--- src/rtl/mult_pkg.sv ---
// Shared types and constants for the iterative MULT/MULTU unit.
package mult_pkg;

    typedef enum logic [1:0] {
        IDLE  = 2'd0,
        CALC  = 2'd1,
        FIXUP = 2'd2,
        DONE  = 2'd3
    } state_e;

    localparam int MULT_WIDTH = 32;
    localparam int MULT_STEPS = 32;

endpackage

--- src/rtl/add64_cla.sv ---
// 64-bit adder: sixteen 4-bit carry-lookahead slices, carry rippling between slices.
module add64_cla (
    input  logic [63:0] a_i,
    input  logic [63:0] b_i,
    input  logic        cin_i,
    output logic [63:0] sum_o,
    output logic        cout_o
);

    logic [63:0] g;
    logic [63:0] p;
    logic [16:0] c;

    assign g    = a_i & b_i;
    assign p    = a_i ^ b_i;
    assign c[0] = cin_i;

    for (genvar s = 0; s < 16; s++) begin : g_slice
        logic [3:0] gs;
        logic [3:0] ps;
        logic [3:0] cs;
        logic       grp_g;
        logic       grp_p;

        assign gs    = g[4*s +: 4];
        assign ps    = p[4*s +: 4];
        assign cs[0] = c[s];
        assign cs[1] = gs[0] | (ps[0] & cs[0]);
        assign cs[2] = gs[1] | (ps[1] & gs[0]) | (ps[1] & ps[0] & cs[0]);
        assign cs[3] = gs[2] | (ps[2] & gs[1]) | (ps[2] & ps[1] & gs[0])
                     | (ps[2] & ps[1] & ps[0] & cs[0]);

        // Group generate/propagate give the slice carry-out without waiting on cs[3].
        assign grp_g = gs[3] | (ps[3] & gs[2]) | (ps[3] & ps[2] & gs[1])
                     | (ps[3] & ps[2] & ps[1] & gs[0]);
        assign grp_p = &ps;

        assign c[s+1]       = grp_g | (grp_p & c[s]);
        assign sum_o[4*s +: 4] = ps ^ cs;
    end

    assign cout_o = c[16];

endmodule

--- src/rtl/mult_unit.sv ---
// Iterative shift-add 32x32->64 multiplier for MULT/MULTU with start/busy/done handshake.
// Optional `define MULT_EARLY_TERM_EN ends CALC once the remaining multiplier bits are zero.
module mult_unit
    import mult_pkg::*;
#(
    parameter int WIDTH = MULT_WIDTH,
    parameter int CNT_W = 6
) (
    input  logic             clk,
    input  logic             rst,
    input  logic             start,
    input  logic             is_signed,
    input  logic [WIDTH-1:0] op_a,
    input  logic [WIDTH-1:0] op_b,
    output logic             busy,
    output logic             done,
    output logic [WIDTH-1:0] hi,
    output logic [WIDTH-1:0] lo
);

    localparam int PW = 2 * WIDTH;

    state_e           state_q;
    logic [PW-1:0]    acc_q;
    logic [PW-1:0]    mcand_q;
    logic [WIDTH-1:0] mplier_q;
    logic [CNT_W-1:0] cnt_q;
    logic             neg_q;
    logic             fix_phase_q;
    logic             busy_q;
    logic             done_q;
    logic [WIDTH-1:0] hi_q;
    logic [WIDTH-1:0] lo_q;

    logic [WIDTH-1:0] mag_a;
    logic [WIDTH-1:0] mag_b;
    logic [WIDTH-1:0] mplier_d;
    logic             last_step;
    logic [PW-1:0]    add_a;
    logic [PW-1:0]    add_b;
    logic             add_cin;
    logic [PW-1:0]    add_sum;

    // Negating the most negative value wraps to itself, which is the correct magnitude as unsigned.
    assign mag_a    = (is_signed && op_a[WIDTH-1]) ? -op_a : op_a;
    assign mag_b    = (is_signed && op_b[WIDTH-1]) ? -op_b : op_b;
    assign mplier_d = mplier_q >> 1;

`ifdef MULT_EARLY_TERM_EN
    assign last_step = (cnt_q == CNT_W'(WIDTH - 1)) || (mplier_d == '0);
`else
    assign last_step = (cnt_q == CNT_W'(WIDTH - 1));
`endif

    always_comb begin
        add_a   = acc_q;
        add_b   = mcand_q;
        add_cin = 1'b0;
        if (state_q == FIXUP) begin
            add_a   = ~acc_q;
            add_b   = '0;
            add_cin = 1'b1;
        end
    end

    add64_cla u_add (
        .a_i    (add_a),
        .b_i    (add_b),
        .cin_i  (add_cin),
        .sum_o  (add_sum),
        .cout_o ()
    );

    always_ff @(posedge clk) begin
        if (rst) begin
            state_q     <= IDLE;
            acc_q       <= '0;
            mcand_q     <= '0;
            mplier_q    <= '0;
            cnt_q       <= '0;
            neg_q       <= 1'b0;
            fix_phase_q <= 1'b0;
            busy_q      <= 1'b0;
            done_q      <= 1'b0;
            hi_q        <= '0;
            lo_q        <= '0;
        end else begin
            case (state_q)
                IDLE, DONE: begin
                    done_q <= 1'b0;
                    if (start) begin
                        mcand_q     <= {{WIDTH{1'b0}}, mag_a};
                        mplier_q    <= mag_b;
                        acc_q       <= '0;
                        cnt_q       <= '0;
                        neg_q       <= is_signed & (op_a[WIDTH-1] ^ op_b[WIDTH-1]);
                        fix_phase_q <= 1'b0;
                        busy_q      <= 1'b1;
                        state_q     <= CALC;
                    end else begin
                        state_q <= IDLE;
                    end
                end
                CALC: begin
                    if (mplier_q[0]) begin
                        acc_q <= add_sum;
                    end
                    mcand_q  <= mcand_q << 1;
                    mplier_q <= mplier_d;
                    cnt_q    <= cnt_q + CNT_W'(1);
                    if (last_step) begin
                        fix_phase_q <= 1'b0;
                        state_q     <= FIXUP;
                    end
                end
                FIXUP: begin
                    // Two edges here: the first settles the signed result in acc,
                    // the second publishes it so hi/lo never see a pre-negation value.
                    if (!fix_phase_q) begin
                        if (neg_q) begin
                            acc_q <= add_sum;
                        end
                        fix_phase_q <= 1'b1;
                    end else begin
                        hi_q        <= acc_q[PW-1:WIDTH];
                        lo_q        <= acc_q[WIDTH-1:0];
                        done_q      <= 1'b1;
                        busy_q      <= 1'b0;
                        fix_phase_q <= 1'b0;
                        state_q     <= DONE;
                    end
                end
                default: begin
                    state_q <= IDLE;
                    busy_q  <= 1'b0;
                    done_q  <= 1'b0;
                end
            endcase
        end
    end

    assign busy = busy_q;
    assign done = done_q;
    assign hi   = hi_q;
    assign lo   = lo_q;

endmodule

--- config.mk ---
export PLATFORM = sky130hd
export DESIGN_NAME = mult_unit
export DESIGN_NICKNAME = d
export VERILOG_FILES = /design/src/rtl/mult_pkg.sv /design/src/rtl/add64_cla.sv /design/src/rtl/mult_unit.sv
export SDC_FILE = /design/constraint.sdc
export NUM_CORES = 1
export LEC_CHECK = 0
export ABC_AREA = 1
export CORE_ASPECT_RATIO = 2
export CORE_MARGIN = 2
export CORE_UTILIZATION = 60
export CTS_BUF_LIST = sky130_fd_sc_hd__clkbuf_4
export CTS_CLUSTER_DIAMETER = 50
export DETAILED_ROUTE_END_ITERATION = 7
export PLACE_DENSITY_LB_ADDON = 0.3
export RECOVER_POWER = 25
export SETUP_SLACK_MARGIN = 0.3
export SYNTH_ARGS = -nofsm -noshare
export SYNTH_HDL_FRONTEND = slang
export SYNTH_SLANG_ARGS = --single-unit
--- constraint.sdc ---
create_clock -name clk -period 5.5 [get_ports clk]
set_input_delay 1.65 -clock clk [delete_from_list [all_inputs] [get_ports clk]]
set_output_delay 1.65 -clock clk [all_outputs]
set_load 0.02 [all_outputs]
## Yosys cells after proc, flatten, opt, wreduce, memory -nomap -nowiden

Cells that the tools add are included.

| cells by class | value |
|---|---|
| shift-type cells | 0 |
| magnitude comparators | 0 |
| bitwise gates (word level) | 411 |
| reductions and logical operators | 29 |
| equal/unequal tests | 10 |
| div/mod/pow operators | 0 |
| mux-type cells | 29 |
| add/sub/neg operators | 3 |
| multipliers | 0 |

Operator list:

| operator | count |
|---|---|
| $mux W64 | 7 |
| $and A1 B1 Y1 | 235 |
| $pmux W64 S3 | 1 |
| $or A1 B1 Y1 | 156 |
| $pmux W64 S2 | 1 |
| $mux W32 | 3 |
| $neg A32 Y32 | 2 |
| $not A64 Y64 | 1 |
| $pmux W32 S2 | 1 |
| $reduce_and A4 Y1 | 16 |
| $xor A4 B4 Y4 | 16 |
| $xor A64 B64 Y64 | 1 |
| $and A63 B63 Y63 | 1 |
| $ne A2 B2 Y1 const B | 6 |
| $pmux W6 S2 | 1 |
| $reduce_and A2 Y1 | 6 |
| $mux W1 | 8 |
| $add A6 B1 Y6 const B | 1 |
| $eq A6 B5 Y1 const B | 1 |
| $mux W6 | 1 |
| $pmux W2 S3 | 1 |
| $eq A2 B2 Y1 const B | 2 |
| $mux W2 | 2 |
| $pmux W1 S2 | 2 |
| 8 further kinds | 10 |

| word-level totals | value |
|---|---|
| latch bits | 0 |
| memories | 0 |
| word-level logic and storage cells | 493 |
| output and inout bits | 66 |
| RAM bits | 0 |
| register bits after elaboration | 236 |
| memory bits (read-only) | 0 |

## Logic depth before layout (Yosys ltp)

| depth | value |
|---|---|
| depth after elaboration | 42 |
| gate-level depth with buffers | 45 |

## Modules after synthesis

Synthesis repeated with hierarchy kept, for this count alone.

| unflattened totals | value |
|---|---|
| cells, all modules | 2141 |
| area, all modules | 14560.2 µm² |

Modules (own cells, without submodules):

| module | cells an instance | seq. area each (µm²) | area an instance (µm²) | instances |
|---|---|---|---|---|
| mult_unit | 1801 | 4724.5 | 11892.7 | 1 |
| add64_cla | 340 | 0.0 | 2667.6 | 1 |

## Least setup slack after synthesis

Ideal clock, no wire load.

| path | value |
|---|---|
| path type | register to register |
| start point | register state_q[0] |
| end point | register acc_q[61] |
| stages on the path, launching flop included | 45 |
| library setup time | 132 ps |
| clock period less this slack | 4560 ps |
| buffers on the path | 4 |
| slack | 940 ps |
| data arrival time | 4428 ps |
| data required time | 5368 ps |
| cell sequence | dfxtp_1 inv_1 ha_1 buf_6 clkbuf_1 clkbuf_1 clkbuf_1 nor2_1 ha_1 inv_1 nand2_1 nand3_4 nand2_2 nand2_1 nand2_1 nand2_1 nand2_1 nand2_1 (+9 left out) nand2_1 nand2_1 nand2_1 nand2_1 nand2_1 nand2_1 nand2_1 nand2_1 nand2_1 nand2_2 nand2_2 nand2_4 nand2_4 nand2_4 fa_1 xor2_1 nand2_1 a21oi_1 |

| between the ends | value |
|---|---|
| elaborated cells between the ends (all ways) | 187 |
| those cells by class | 7 x eq/ne; 7 x mux; 155 x bitwise; 18 x reduce/logical |

RTL lines:

| element | RTL line | source |
|---|---|---|
| start: declaration | mult_unit.sv:23 | `state_e state_q;` |
| start signal: assignment | mult_unit.sv:76 | `state_q <= IDLE;` |
| start signal: assignment | mult_unit.sv:99 | `state_q <= CALC;` |
| start signal: assignment | mult_unit.sv:101 | `state_q <= IDLE;` |
| $eq A2 B2 Y1 (*) | mult_unit.sv:59 | `if (state_q == FIXUP) begin` |
| $mux W1 (*) | mult_unit.sv:59 |  |
| named net add_cin | mult_unit.sv:41 | `logic add_cin;` |
| $and A1 B1 Y1 (*) | add64_cla.sv:38 | `assign c[s+1] = grp_g \| (grp_p & c[s]);` |
| $or A1 B1 Y1 (*) | add64_cla.sv:38 |  |
| $and A1 B1 Y1 (*) | add64_cla.sv:38 |  |
| $or A1 B1 Y1 (*) | add64_cla.sv:38 |  |
| $and A1 B1 Y1 (*) | add64_cla.sv:38 |  |
| (+23 left out) | n/a |  |
| $and A1 B1 Y1 (*) | add64_cla.sv:38 |  |
| $or A1 B1 Y1 (*) | add64_cla.sv:38 |  |
| $and A1 B1 Y1 (*) | add64_cla.sv:28 | `assign cs[1] = gs[0] \| (ps[0] & cs[0]);` |
| $or A1 B1 Y1 (*) | add64_cla.sv:28 |  |
| $xor A4 B4 Y4 (*) | add64_cla.sv:39 | `assign sum_o[4*s +: 4] = ps ^ cs;` |
| $mux W64 | mult_unit.sv:120 | `if (neg_q) begin` |
| $mux W64 | mult_unit.sv:119 | `if (!fix_phase_q) begin` |
| $pmux W64 S3 (*) | mult_unit.sv:88 | `case (state_q)` |
| end signal: assignment | mult_unit.sv:106 | `acc_q <= add_sum;` |
| end signal: assignment | mult_unit.sv:121 | `acc_q <= add_sum;` |
| end: declaration | mult_unit.sv:24 | `logic [PW-1:0] acc_q;` |

The timed path passes the listed nets; every way through them passes the cells marked *. The select of a mux whose other input is x is not followed.
A chain may end at the register's enable or synchronous reset.

## Worst setup path after layout

| path | value |
|---|---|
| start point | register state_q[0] |
| end point | register lo_q[14], in the netlist lo[14] |

| between the ends | value |
|---|---|
| cells in the longest elaborated chain, start to end | 2 |

RTL lines:

| element | RTL line | source |
|---|---|---|
| $eq A2 B2 Y1 | mult_unit.sv:88 |  |
| $reduce_and A2 Y1 (no source line) | n/a |  |
| end signal: assignment | mult_unit.sv:126 | `lo_q <= acc_q[WIDTH-1:0];` |
| end: declaration | mult_unit.sv:33 | `logic [WIDTH-1:0] lo_q;` |

No other way between the ends.

==> results.txt <==
----------------------------------------------------
[Yosys]
  Cell area after synthesis ... 13800 um2
  Mapped Nets ... 2145
  EDFF count, synth ... 0
  Count of different cell masters after synthesis ... 46
  Avg Inst Size Synth ... 6.90 um2
  Number of cells produced by synthesis ... 1994
  Count of warnings emitted by yosys ... 0
  Async SR Flop Fraction ... 0%
  Flip-flop and latch count after synthesis ... 236
  Sequential cell area fraction in the yosys report ... 34.3%
  Main flop type after synthesis ... sky130_fd_sc_hd__dfxtp_1

[CTS]
  CTS-repair resized insts ... 0
  # H-tree levels ... 2
  Clock sink count ... 236
  Cts hold-fix bufs ... 0
  Bufs on Longest Clock Path ... 3
  Clock tree from TritonCTS ... yes
  Clock input transition at the sequential cells of the worst setup and hold paths ... 0.07 ns
  Clock latency reported for the late side of the worst-skew pair ... 0.68 ns
  Cell at the root of the clock tree ... sky130_fd_sc_hd__clkbuf_4
  Post-CTS Repair Setup Buffers ... 0
  Clock buffer count from CTS ... 53

[Place]
  Dpl cell area ... 15200 um2
  Minimum setup slack after placement ... 0.574 ns
  GPL Wtd Cong ... 0.958
  Count of buffers from port buffering ... 133
  Placed wire-length estimate ... 22.5 mm

[Layout]
  Final cell area excluding filler cells ... 15800 um2
  Fill cells ... 1971
  Synthesis-to-finish area growth ... 14.8%
  Number of nets in the layout ... 2241
  Fraction of layout instances using a drive strength above 1 ... 6.35%

[Drt]
  Routed WL per cell ... 13.5 um
  Via density ... 5.46
  Wire length reported by the detailed router ... 32.6 mm
  Via count ... 13.2k
  Drt initial violations ... 569
  Number of nets with antenna violations after detailed routing ... 0
  Final routed DRC violation total ... 0
  Length of the first detailed-routing pass in iterations ... 7

[Global route]
  Largest net degree at the start of global routing ... 113
  GRT Total Usage ... 26.7%
  Global-route wire length before repair ... 55.5 mm
  Via count of the first global-routing pass ... 12.8k
  Initial antenna violation count ... 1
  Global route overflow ... 0

[Timing]
  Slew HR ... -100%
  Minimum clock period ... 4.99 ns
  Setup-violating endpoint count in the final report ... 0
  Endpoints failing hold ... 0
  Setup clock skew after layout ... 0.0271 ns
  Max-slew violation count ... 231
  Tcrit/Tclk final ... 90.7%
  Unrepaired setup endpoints after global routing ... false
  Sum of negative setup slack ... 0 ns
  PnR worst setup slack ... 0.513 ns
  Slew at the pin closest to its max-slew limit ... 3.01 ns
  Maximum clock rate ... 201 MHz

[Floorplanning]
  Effective utilization at floorplan ... 60.8%
  Number of rows in the core area ... 78
  Overall die area ... 24200 um2
  Ports placed on the boundary ... 134
  Floorplan die width ... 111 um
  Floorplan die height ... 218 um
  Core ar. ... 22600 um2

[Status]
  Violated checks ... capacitance limit, slew limit
  Run status ... complete, but fails checks

[Power and ir drop]
  Total power per unit cell area ... 390 nW/um2
  Leak ... 6.56 nW
  Maximum VDD drop ... 0.000251 V

[Min path]
  Class of the tightest hold or removal check ... reg2reg

[Setup path]
  Start-to-end type of the worst setup path ... reg2reg
  Maximum fanout along the worst path ... 64
  Required time of the critical path ... 6.06 ns
  Startpoint types ... flop
  Worst endpoint data arrival time ... 5.55 ns
  Type of element capturing the critical path ... flop

[Job]
  Count of max-cap constraint violations ... 3

----------------------------------------------------
final timing paths:
path	cells after the start	startpoint	end	slack, ns
worst max-delay path	8	state_q[0]	lo[14]	0.51
worst min-delay path	2	busy	busy	0.46
worst max register to register	8	state_q[0]	lo[14]	0.51
worst min register to register	2	busy	busy	0.46
cell families (layout without fill, tap and decap cells):
family                   count (synthesis)  in the layout  synth area share, %
AO/OA/AOI/OAI                          473            473                 18.4
XOR/XNOR                               111            111                 7.06
adder cells (fa/ha/maj)                 83             83                 8.36
buffers and inverters                  318            451                 8.73
flip-flops                             236            236                 34.3
other                                    0              1                    0
AND/OR/NAND/NOR                        773            773                 23.1
cell type report:
cell class                      count  area (um2)  area share (%)
Antenna cell                        1        2.50          0.0158
Clock buffer                       69         518            3.28
Clock inverter                     23         120           0.760
Inverter                          211         793            5.02
Multi-Input combinational cell   1440        7870            49.8
Sequential cell                   236        4720            29.9
Tap cell                          280         350            2.22
Timing Repair Buffer              148        1430            9.04
power breakdown:
part / switching, W / internal, W
sequential: 0.000214 / 0.00200
combinational: 0.00169 / 0.000944
clock: 0.000691 / 0.000634
metrics by stage:
step                      total power (W)  utilization (%)  hold WS (ns)  std cells
final                             0.00617             69.8         0.462       2408
after global routing              0.00667             69.8         0.476       2408
after CTS                         0.00621             69.9         0.463       2407
after detailed placement          0.00486             67.0         0.452       2315
after global placement            0.00474             67.0         0.449       2315
after floorplan                   0.00422                -         0.441       1994
critical path, cell delays in order, from the launching register on:
cell                       delay [ns]
sky130_fd_sc_hd__dfxtp_1         0.33
sky130_fd_sc_hd__inv_1           0.10
sky130_fd_sc_hd__ha_4            0.51
sky130_fd_sc_hd__buf_4           0.68
sky130_fd_sc_hd__nand2_2         0.10
sky130_fd_sc_hd__inv_1           0.10
sky130_fd_sc_hd__clkbuf_1        2.06
sky130_fd_sc_hd__nand2_1         0.56
sky130_fd_sc_hd__a21oi_1         0.29
cell usage in the layout, fill, tap and decap left out, types with 3 or more instances in the layout:
| cell type | Yosys | final |
|---|---|---|
| sky130_fd_sc_hd__xnor2_1 | 42 | 42 |
| sky130_fd_sc_hd__a21boi_0 | 7 | 7 |
| sky130_fd_sc_hd__clkinv_2 | 0 | 7 |
| sky130_fd_sc_hd__a211oi_1 | 3 | 3 |
| sky130_fd_sc_hd__or2_2 | 11 | 11 |
| sky130_fd_sc_hd__a31oi_1 | 3 | 3 |
| sky130_fd_sc_hd__o221ai_1 | 5 | 5 |
| sky130_fd_sc_hd__nand4_1 | 14 | 14 |
| sky130_fd_sc_hd__o21ai_1 | 8 | 7 |
| sky130_fd_sc_hd__inv_2 | 2 | 3 |
| sky130_fd_sc_hd__nand2_4 | 5 | 5 |
| sky130_fd_sc_hd__nand3_1 | 34 | 34 |
| sky130_fd_sc_hd__inv_1 | 206 | 206 |
| sky130_fd_sc_hd__o21ai_0 | 89 | 89 |
| sky130_fd_sc_hd__clkbuf_4 | 0 | 69 |
| sky130_fd_sc_hd__clkdlybuf4s50_1 | 0 | 132 |
| sky130_fd_sc_hd__nor4_1 | 3 | 3 |
| sky130_fd_sc_hd__buf_4 | 0 | 12 |
| sky130_fd_sc_hd__ha_1 | 68 | 67 |
| sky130_fd_sc_hd__nor3_1 | 34 | 34 |
| sky130_fd_sc_hd__xor2_1 | 69 | 69 |
| sky130_fd_sc_hd__nor2_1 | 158 | 156 |
| sky130_fd_sc_hd__fa_1 | 15 | 15 |
| sky130_fd_sc_hd__a21oi_1 | 312 | 312 |
| sky130_fd_sc_hd__nand2_2 | 13 | 14 |
| sky130_fd_sc_hd__a21o_1 | 4 | 4 |
| sky130_fd_sc_hd__dfxtp_1 | 236 | 236 |
| sky130_fd_sc_hd__nand2_1 | 491 | 490 |
| sky130_fd_sc_hd__o211ai_1 | 31 | 31 |
| sky130_fd_sc_hd__clkinv_1 | 3 | 17 |
cells in the mapped netlist, types with 7 or more instances:
master / n / area share, %
sky130_fd_sc_hd__nor3_1: 34 / 1.2
sky130_fd_sc_hd__xnor2_1: 42 / 2.7
sky130_fd_sc_hd__nand2_1: 491 / 13
sky130_fd_sc_hd__xor2_1: 69 / 4.4
sky130_fd_sc_hd__inv_1: 206 / 5.6
sky130_fd_sc_hd__ha_1: 68 / 6.2
sky130_fd_sc_hd__clkbuf_1: 99 / 2.7
sky130_fd_sc_hd__nand3_1: 34 / 1.2
sky130_fd_sc_hd__nor2_1: 158 / 4.3
sky130_fd_sc_hd__nand4_1: 14 / 0.64
sky130_fd_sc_hd__o21ai_0: 89 / 3.2
sky130_fd_sc_hd__a21boi_0: 7 / 0.38
sky130_fd_sc_hd__dfxtp_1: 236 / 34
sky130_fd_sc_hd__nand2_2: 13 / 0.59
sky130_fd_sc_hd__o21ai_1: 8 / 0.29
sky130_fd_sc_hd__fa_1: 15 / 2.2
sky130_fd_sc_hd__or2_2: 11 / 0.50
sky130_fd_sc_hd__a21oi_1: 312 / 11
sky130_fd_sc_hd__o211ai_1: 31 / 1.7
sequential cells by signal, indices dropped and copies added, names as in the netlist:
name,flops
cnt_q,6
fix_phase_q,1
state_q,2
mplier_q,32
neg_q,1
busy,1
mcand_q,64
hi,32
lo,32
acc_q,64
done,1
routing by layer:
layer / global-route usage [%] / up-vias / part of all wire (%)
li1: - / 6669 / -
met1: 27.5 / 6076 / 38
met2: 52.6 / 325 / 54
met3: 3.27 / 89 / 3.7
met4: 12.8 / 0 / 3.7
met5: 0 / - / 0
(Power assumes the default switching activity.)
